### src/rtl/hilo_ctrl.sv
// HI/LO register file and mult/div sequencer: latches operands, holds the
// pipeline while the iterative unit runs, and captures its 64-bit result.
module hilo_ctrl #(
  parameter int TIMEOUT = 40
) (
  input  logic        clk,
  input  logic        reset,
  input  logic        op_mult,
  input  logic        op_div,
  input  logic [31:0] op_a,
  input  logic [31:0] op_b,
  input  logic        mthi,
  input  logic        mtlo,
  output logic [31:0] value_A_Mc,
  output logic [31:0] value_B_Mp,
  output logic        multInit,
  input  logic [31:0] mult_hi,
  input  logic [31:0] mult_lo,
  input  logic        mult_done,
  output logic [31:0] div_a,
  output logic [31:0] div_b,
  output logic        divInit,
  input  logic [31:0] div_hi,
  input  logic [31:0] div_lo,
  input  logic        div_done,
  output logic [31:0] hi,
  output logic [31:0] lo,
  output logic        stall,
  output logic        div_zero,
  output logic        timeout_err
);

  // state     | meaning
  // IDLE      | accepting issues and mthi/mtlo
  // MULT_WAIT | multiplier running, waiting for mult_done
  // DIV_WAIT  | divider running, waiting for div_done
  typedef enum logic [1:0] {IDLE, MULT_WAIT, DIV_WAIT} state_e;

  localparam int CW = $clog2(TIMEOUT + 1);

  state_e        state_q, state_d;
  logic [CW-1:0] cnt_q, cnt_d;
  logic [31:0]   hi_q, hi_d, lo_q, lo_d;
  logic [31:0]   mc_q, mc_d, mp_q, mp_d;
  logic [31:0]   da_q, da_d, db_q, db_d;
  logic          mult_init_q, mult_init_d;
  logic          div_init_q, div_init_d;
  logic          div_zero_q, div_zero_d;
  logic          tmo_q, tmo_d;
  logic          last_wait;

  assign last_wait = (cnt_q == CW'(TIMEOUT - 1));

  always_comb begin
    state_d     = state_q;
    cnt_d       = cnt_q;
    hi_d        = hi_q;
    lo_d        = lo_q;
    mc_d        = mc_q;
    mp_d        = mp_q;
    da_d        = da_q;
    db_d        = db_q;
    mult_init_d = mult_init_q;
    div_init_d  = div_init_q;
    div_zero_d  = 1'b0;
    tmo_d       = 1'b0;
    stall       = 1'b0;
    case (state_q)
      IDLE: begin
        if (mthi) hi_d = op_a;
        if (mtlo) lo_d = op_a;
        // multiply takes precedence; a simultaneous divide is silently dropped
        if (op_mult) begin
          mc_d        = op_a;
          mp_d        = op_b;
          cnt_d       = '0;
          mult_init_d = 1'b1;
          state_d     = MULT_WAIT;
          stall       = 1'b1;
        end else if (op_div) begin
          if (op_b != 32'd0) begin
            da_d       = op_a;
            db_d       = op_b;
            cnt_d      = '0;
            div_init_d = 1'b1;
            state_d    = DIV_WAIT;
            stall      = 1'b1;
          end else begin
            div_zero_d = 1'b1;
          end
        end
      end
      MULT_WAIT: begin
        stall = 1'b1;
        if (mult_done) begin
          hi_d        = mult_hi;
          lo_d        = mult_lo;
          mult_init_d = 1'b0;
          state_d     = IDLE;
        end else if (last_wait) begin
          tmo_d       = 1'b1;
          mult_init_d = 1'b0;
          state_d     = IDLE;
        end else begin
          cnt_d = cnt_q + CW'(1);
        end
      end
      DIV_WAIT: begin
        stall = 1'b1;
        if (div_done) begin
          hi_d       = div_hi;
          lo_d       = div_lo;
          div_init_d = 1'b0;
          state_d    = IDLE;
        end else if (last_wait) begin
          tmo_d      = 1'b1;
          div_init_d = 1'b0;
          state_d    = IDLE;
        end else begin
          cnt_d = cnt_q + CW'(1);
        end
      end
      default: begin
        mult_init_d = 1'b0;
        div_init_d  = 1'b0;
        state_d     = IDLE;
      end
    endcase
  end

  always_ff @(posedge clk) begin
    if (reset) begin
      state_q     <= IDLE;
      cnt_q       <= '0;
      hi_q        <= '0;
      lo_q        <= '0;
      mc_q        <= '0;
      mp_q        <= '0;
      da_q        <= '0;
      db_q        <= '0;
      mult_init_q <= 1'b0;
      div_init_q  <= 1'b0;
      div_zero_q  <= 1'b0;
      tmo_q       <= 1'b0;
    end else begin
      state_q     <= state_d;
      cnt_q       <= cnt_d;
      hi_q        <= hi_d;
      lo_q        <= lo_d;
      mc_q        <= mc_d;
      mp_q        <= mp_d;
      da_q        <= da_d;
      db_q        <= db_d;
      mult_init_q <= mult_init_d;
      div_init_q  <= div_init_d;
      div_zero_q  <= div_zero_d;
      tmo_q       <= tmo_d;
    end
  end

  assign value_A_Mc  = mc_q;
  assign value_B_Mp  = mp_q;
  assign div_a       = da_q;
  assign div_b       = db_q;
  assign multInit    = mult_init_q;
  assign divInit     = div_init_q;
  assign hi          = hi_q;
  assign lo          = lo_q;
  assign div_zero    = div_zero_q;
  assign timeout_err = tmo_q;

endmodule
### config.mk
export PLATFORM = sky130hd
export DESIGN_NAME = hilo_ctrl
export DESIGN_NICKNAME = d
export VERILOG_FILES = /design/src/rtl/hilo_ctrl.sv
export SDC_FILE = /design/constraint.sdc
export NUM_CORES = 1
export LEC_CHECK = 0
export ABC_AREA = 1
export BUFFER_PORTS_ARGS = -buffer_cell sky130_fd_sc_hd__buf_2
export CORE_AREA = 2 2 156 158
export CTS_BUF_LIST = sky130_fd_sc_hd__clkbuf_2
export CTS_CLUSTER_DIAMETER = 50
export DETAILED_ROUTE_END_ITERATION = 7
export DIE_AREA = 0 0 158 160
export GPL_ROUTABILITY_DRIVEN = 0
export PLACE_DENSITY = 0.74
export SLEW_MARGIN = 25
export SYNTH_ARGS = -nofsm -noshare
export SYNTH_HDL_FRONTEND = slang
export SYNTH_SLANG_ARGS = --single-unit
### constraint.sdc
create_clock -name clk -period 2.3 [get_ports clk]
set_input_delay 0.23 -clock clk [delete_from_list [all_inputs] [get_ports clk]]
set_output_delay 0.23 -clock clk [all_outputs]
set_load 0.01 [all_outputs]
; After elaboration in Yosys (flattened, before gate mapping)
; Index checks and enable logic that the tools add are counted.
[word_totals]
output_inout_bits = 197
word_cells = 88
reg_bits = 204
[classes]
n_addsub = 1
n_reduce_logical = 13
n_mux = 40
n_eq_ne = 17
n_bitwise = 5
[ops]
columns = cell, count
row1 = $mux 32, 6
row2 = $pmux 32 s3, 2
row3 = $mux 6, 6
row4 = $reduce_bool 32->1, 1
row5 = $ne 2x2->1 const B, 10
row6 = $pmux 6 s3, 1
row7 = $mux 1, 14
row8 = $mux 2, 6
row9 = $ne 3x3->1 const B, 4
row10 = $reduce_and 4->1, 3
row11 = $reduce_and 5->1, 2
row12 = $add 6x1->6 const B, 1
row13 = $eq 6x6->1 const B, 1
row14 = $pmux 1 s3, 2
row15 = $pmux 2 s3, 1
row16 = $not 1->1, 5
row17 = $pmux 1 s2, 2
row18 = $reduce_and 2->1, 2
row19 = $reduce_or 4->1, 1
row20 = $reduce_and 3->1, 1
row21 = $reduce_bool 3->1, 1
row22 = $eq 2x1->1 const B, 1
row23 = $eq 2x2->1 const B, 1
row24 = $logic_not 2->1, 1
row25 = $reduce_or 2->1, 1

; Depth between registers and ports, before layout
[depth]
ltp_word = 5
mapped_depth = 12
ltp_nobuf = 10

; Worst setup path before layout
; OpenSTA, ideal clock, no wires.
[synth_path]
path_kind = register to register
from = register state_q[0]
to = register hi_q[0], in the netlist hi[0]
required_ns = 2.222
arrival_time_ns = 1.526
period_less_slack_ns = 1.604
path_buffers = 3
stages_incl_launch_ff = 11
setup_slack_ns = 0.696
path_cell_list = dfxtp_1 inv_1 ha_1 clkbuf_1 nand2_1 nand2_1 inv_2 buf_2 buf_2 a21oi_1 nor3_1
[synth_via]
elab_chain_cells = 3
word_cells_on_any_way = 9
[synth_rtl]
columns = element, line_no
row1 = from (decl), 41  ; state_e state_q, state_d;
row2 = from (signal assigned), 146  ; state_q <= state_d;
row3 = "$eq 2x2->1, or another cell as far along", 68  ; case (state_q)
row4 = $ne 2x2->1 (no source line) / $reduce_bool 3->1 (equally long branches), n/a
row5 = $reduce_and 4->1 (no source line), n/a
row6 = to (signal assigned), 148  ; hi_q <= hi_d;
row7 = to (decl), 43  ; logic [31:0] hi_q, hi_d, lo_q, lo_d;
; Parallel ways exist; a longest one is shown, timed or not.
; A chain may end at the register's enable or synchronous reset.

; Worst setup path after layout
[layout_path]
from = register state_q[0]
to = register hi_q[21], in the netlist hi[21]
; Same word-level chain as after synthesis.

==> run metrics <==
Clk pwr share 26.5%; clock transition at the registers of the reported paths 0.10 ns; WHS around 0.19 ns; number of clock sinks 204; die area 25,300 µm²; worst endpoint required time 2.92 ns; Sw Ratio between 30% and 40%; Clock Latency Late Sink 0.76 ns; CTS buffer count 53; Hold Path Depth 4; Power Internal 6.02 mW; Synth warnings 0; Hold EP cnt_q[5]; Worst Tran Pin Value between 0.8 and 0.9 ns; worst r2r src state_q[0]; 1st-iter DRT viols 1,189; leakage 6.61 nW; P per Cell Area 674 nW/µm²; routed wl met3 3760 µm; worst min path class input port to flop; Pins Over Slew Limit 0; Overflow after GRT 0; Initial Util ~38%; status complete, no violations; first-pass GRT wire length 56,800 µm; pre-CTS setup slack 0.336 ns; Die Y 160 µm; Seq pwr share 44.7%; total core area 23,800 µm²; worst setup margin 0.0290 ns; Max Cap Viol 0; Via-to-Cell Ratio ~5.3; final number of hold-violating endpoints 0; crit path launch state_q[0]; Avg WL per Cell approximately 18 µm; final wirelength 37,700 µm; fin nets 1,987; Clock Path Buffers 3; total of fill cells in the finished design 2,131; Post-synth EDFFs 0; Most used DFF post-synth dfxtp_1; synthesis-to-finish area growth 51.0%; syn nets 1,417; Peak VDD IR 436 µV; combinational power share 28.8%; vias in the first global route roughly 11,000; period utilisation layout 98.7%; CTS tree done; fmax 440 MHz; Mapped Area approximately 9000 µm²; final setup fails 0; FFs w/ async S/R, synth 0%; Hold Startpoint reset; share of cells above drive strength 1 31.6%; residual DRC count 0; CP Capture Type flop; met1 WL 13,700 µm; initial antenna violation count 1; Period minus WS final between 2 and 2.5 ns; First-pass DRT Iterations 6; r2r setup slk 0.03 ns; Worst Clk Skew roughly 0.034 ns; Mean Syn Cell Area 7.45 µm²; largest net degree at the start of global routing 81; Switching Power 3.17 mW; Final ANT Viol Nets 0; R2R depth 10; clk root buf clkbuf_2; I/O Buffers between 300 and 400; flop and latch count out of synthesis roughly 200; CP Class flop to flop; HPWL Detailed roughly 22,000 µm; worst relative slew slack 44.0%; post-synthesis cell count 1,212; synth unique cells 25; CP Launch Type flop; Top Layer Used met4; Total GRT Usage 28.2%; io pins 397; # rows between 50 and 60; Reg-to-Reg End hi[21]; post-synthesis sequential area ratio 45.3%; WL met2 around 18,000 µm; total number of vias 11,300; htree depth 2; Critical Path AT 2.89 ns; worst-path fanout max 21; Die X ~160 µm
## critical path, stage by stage (launching register included)
cell and delay [ns]:
dfxtp_4 0.36, buf_4 0.14, ha_2 0.20, nand2_1 0.07, nand2_1 0.08, inv_2 0.13
buf_6 0.22, nand3_1 0.10, a21oi_1 0.17, nor3_1 0.06, dlygate4sd3_1 0.59
## layout by cell type, fill, tap and decap left out, drive strengths merged, types with 5 or more instances in the layout
cell type,n
nand2,133
clkbuf,79
o21ai,133
dfxtp,204
nor3,66
nand3,48
dlygate4sd3,198
a21oi,109
a22o,64
inv,20
buf,414
clkinv,7
nor2,322
ha,5
## stage by stage
stage | cells | utilization (%) | total power [mW] | setup TNS [ns] | area, µm²
floorplan | 1212 | - | 5.52 | 0 | 9020
global placement | 1850 | 46.6 | 6.37 | 0 | 11100
detailed placement | 1850 | 46.6 | 6.42 | 0 | 11100
CTS | 2135 | 57.1 | 9.15 | 0 | 13600
global route | 2136 | 57.2 | 9.70 | -0.00621 | 13600
finish | 2136 | 57.2 | 9.19 | 0 | 13600
## flip-flops by register name, summed over array words and instances, names as in the netlist
signal,cells
state_q,2
divInit,1
value_A_Mc,32
cnt_q,6
value_B_Mp,32
div_zero,1
div_a,32
multInit,1
div_b,32
lo,32
hi,32
timeout_err,1
## synth_stat cells (all sizes together) (3+ instances only)
cell	number	area share, %
a21oi	109	6.0
a22o	64	6.2
buf	48	3.8
clkbuf	51	2.1
dfxtp	204	45
ha	5	0.69
inv	22	0.92
nand2	133	5.6
nand3	48	2.7
nand4	3	0.21
nor2	322	15
nor3	66	3.7
o21ai	133	7.4
## per-layer routing
metal | global-route usage (%) | up-vias
met4 | 17.0 | 0
met5 | 0 | -
li1 | - | 5221
met2 | 48.2 | 732
met1 | 30.7 | 5139
met3 | 8.25 | 198
## power by group through the flow
stage,combinational (mW),clock (mW),sequential (mW)
floorplan,1.18,0,4.34
detailed placement,2.25,0,4.17
global placement,2.21,0,4.16
finish,2.65,2.44,4.10
CTS,2.56,2.50,4.09
global route,2.87,2.69,4.14
## worst max path at each step
stage | to | slack (ns) | cells past startpoint
2_1_floorplan | hi[0] | 0.70 | 10
3_3_place_gp | cnt_q[1] | 0.44 | 10
3_5_place_dp | cnt_q[4] | 0.34 | 9
4_1_cts | stall | 0.007 | 6
5_1_grt | hi[21] | -0.006 | 10
6_report | hi[21] | 0.03 | 10
## what timing repair did
action,CTS,global route
gates resized for setup,10,7
endpoints found under the hold margin,204,0
setup buffers,2,0
endpoints found under the setup margin,1,3
hold buffers,198,0
pin swaps,0,1
gates cloned,1,0
## area by class of cell
class | instances | area (µm²) | area share (%)
Multi-Input combinational cell | 887 | 4350 | 31.9
Clock buffer | 78 | 390 | 2.87
Timing Repair Buffer | 614 | 4250 | 31.2
Tap cell | 324 | 405 | 2.98
Clock inverter | 6 | 51.3 | 0.377
Sequential cell | 204 | 4090 | 30.0
Antenna cell | 1 | 2.50 | 0.0184
Inverter | 22 | 85.1 | 0.625
## kinds of logic after synthesis
kind of cell | count (synthesis) | share of synthesized area (%)
AND/OR/NAND/NOR | 576 | 27.5
adder cells (fa/ha/maj) | 5 | 0.693
buffers and inverters | 121 | 6.88
flip-flops | 204 | 45.3
AO/OA/AOI/OAI | 306 | 19.6
Power figures use the tool's default switching activity.
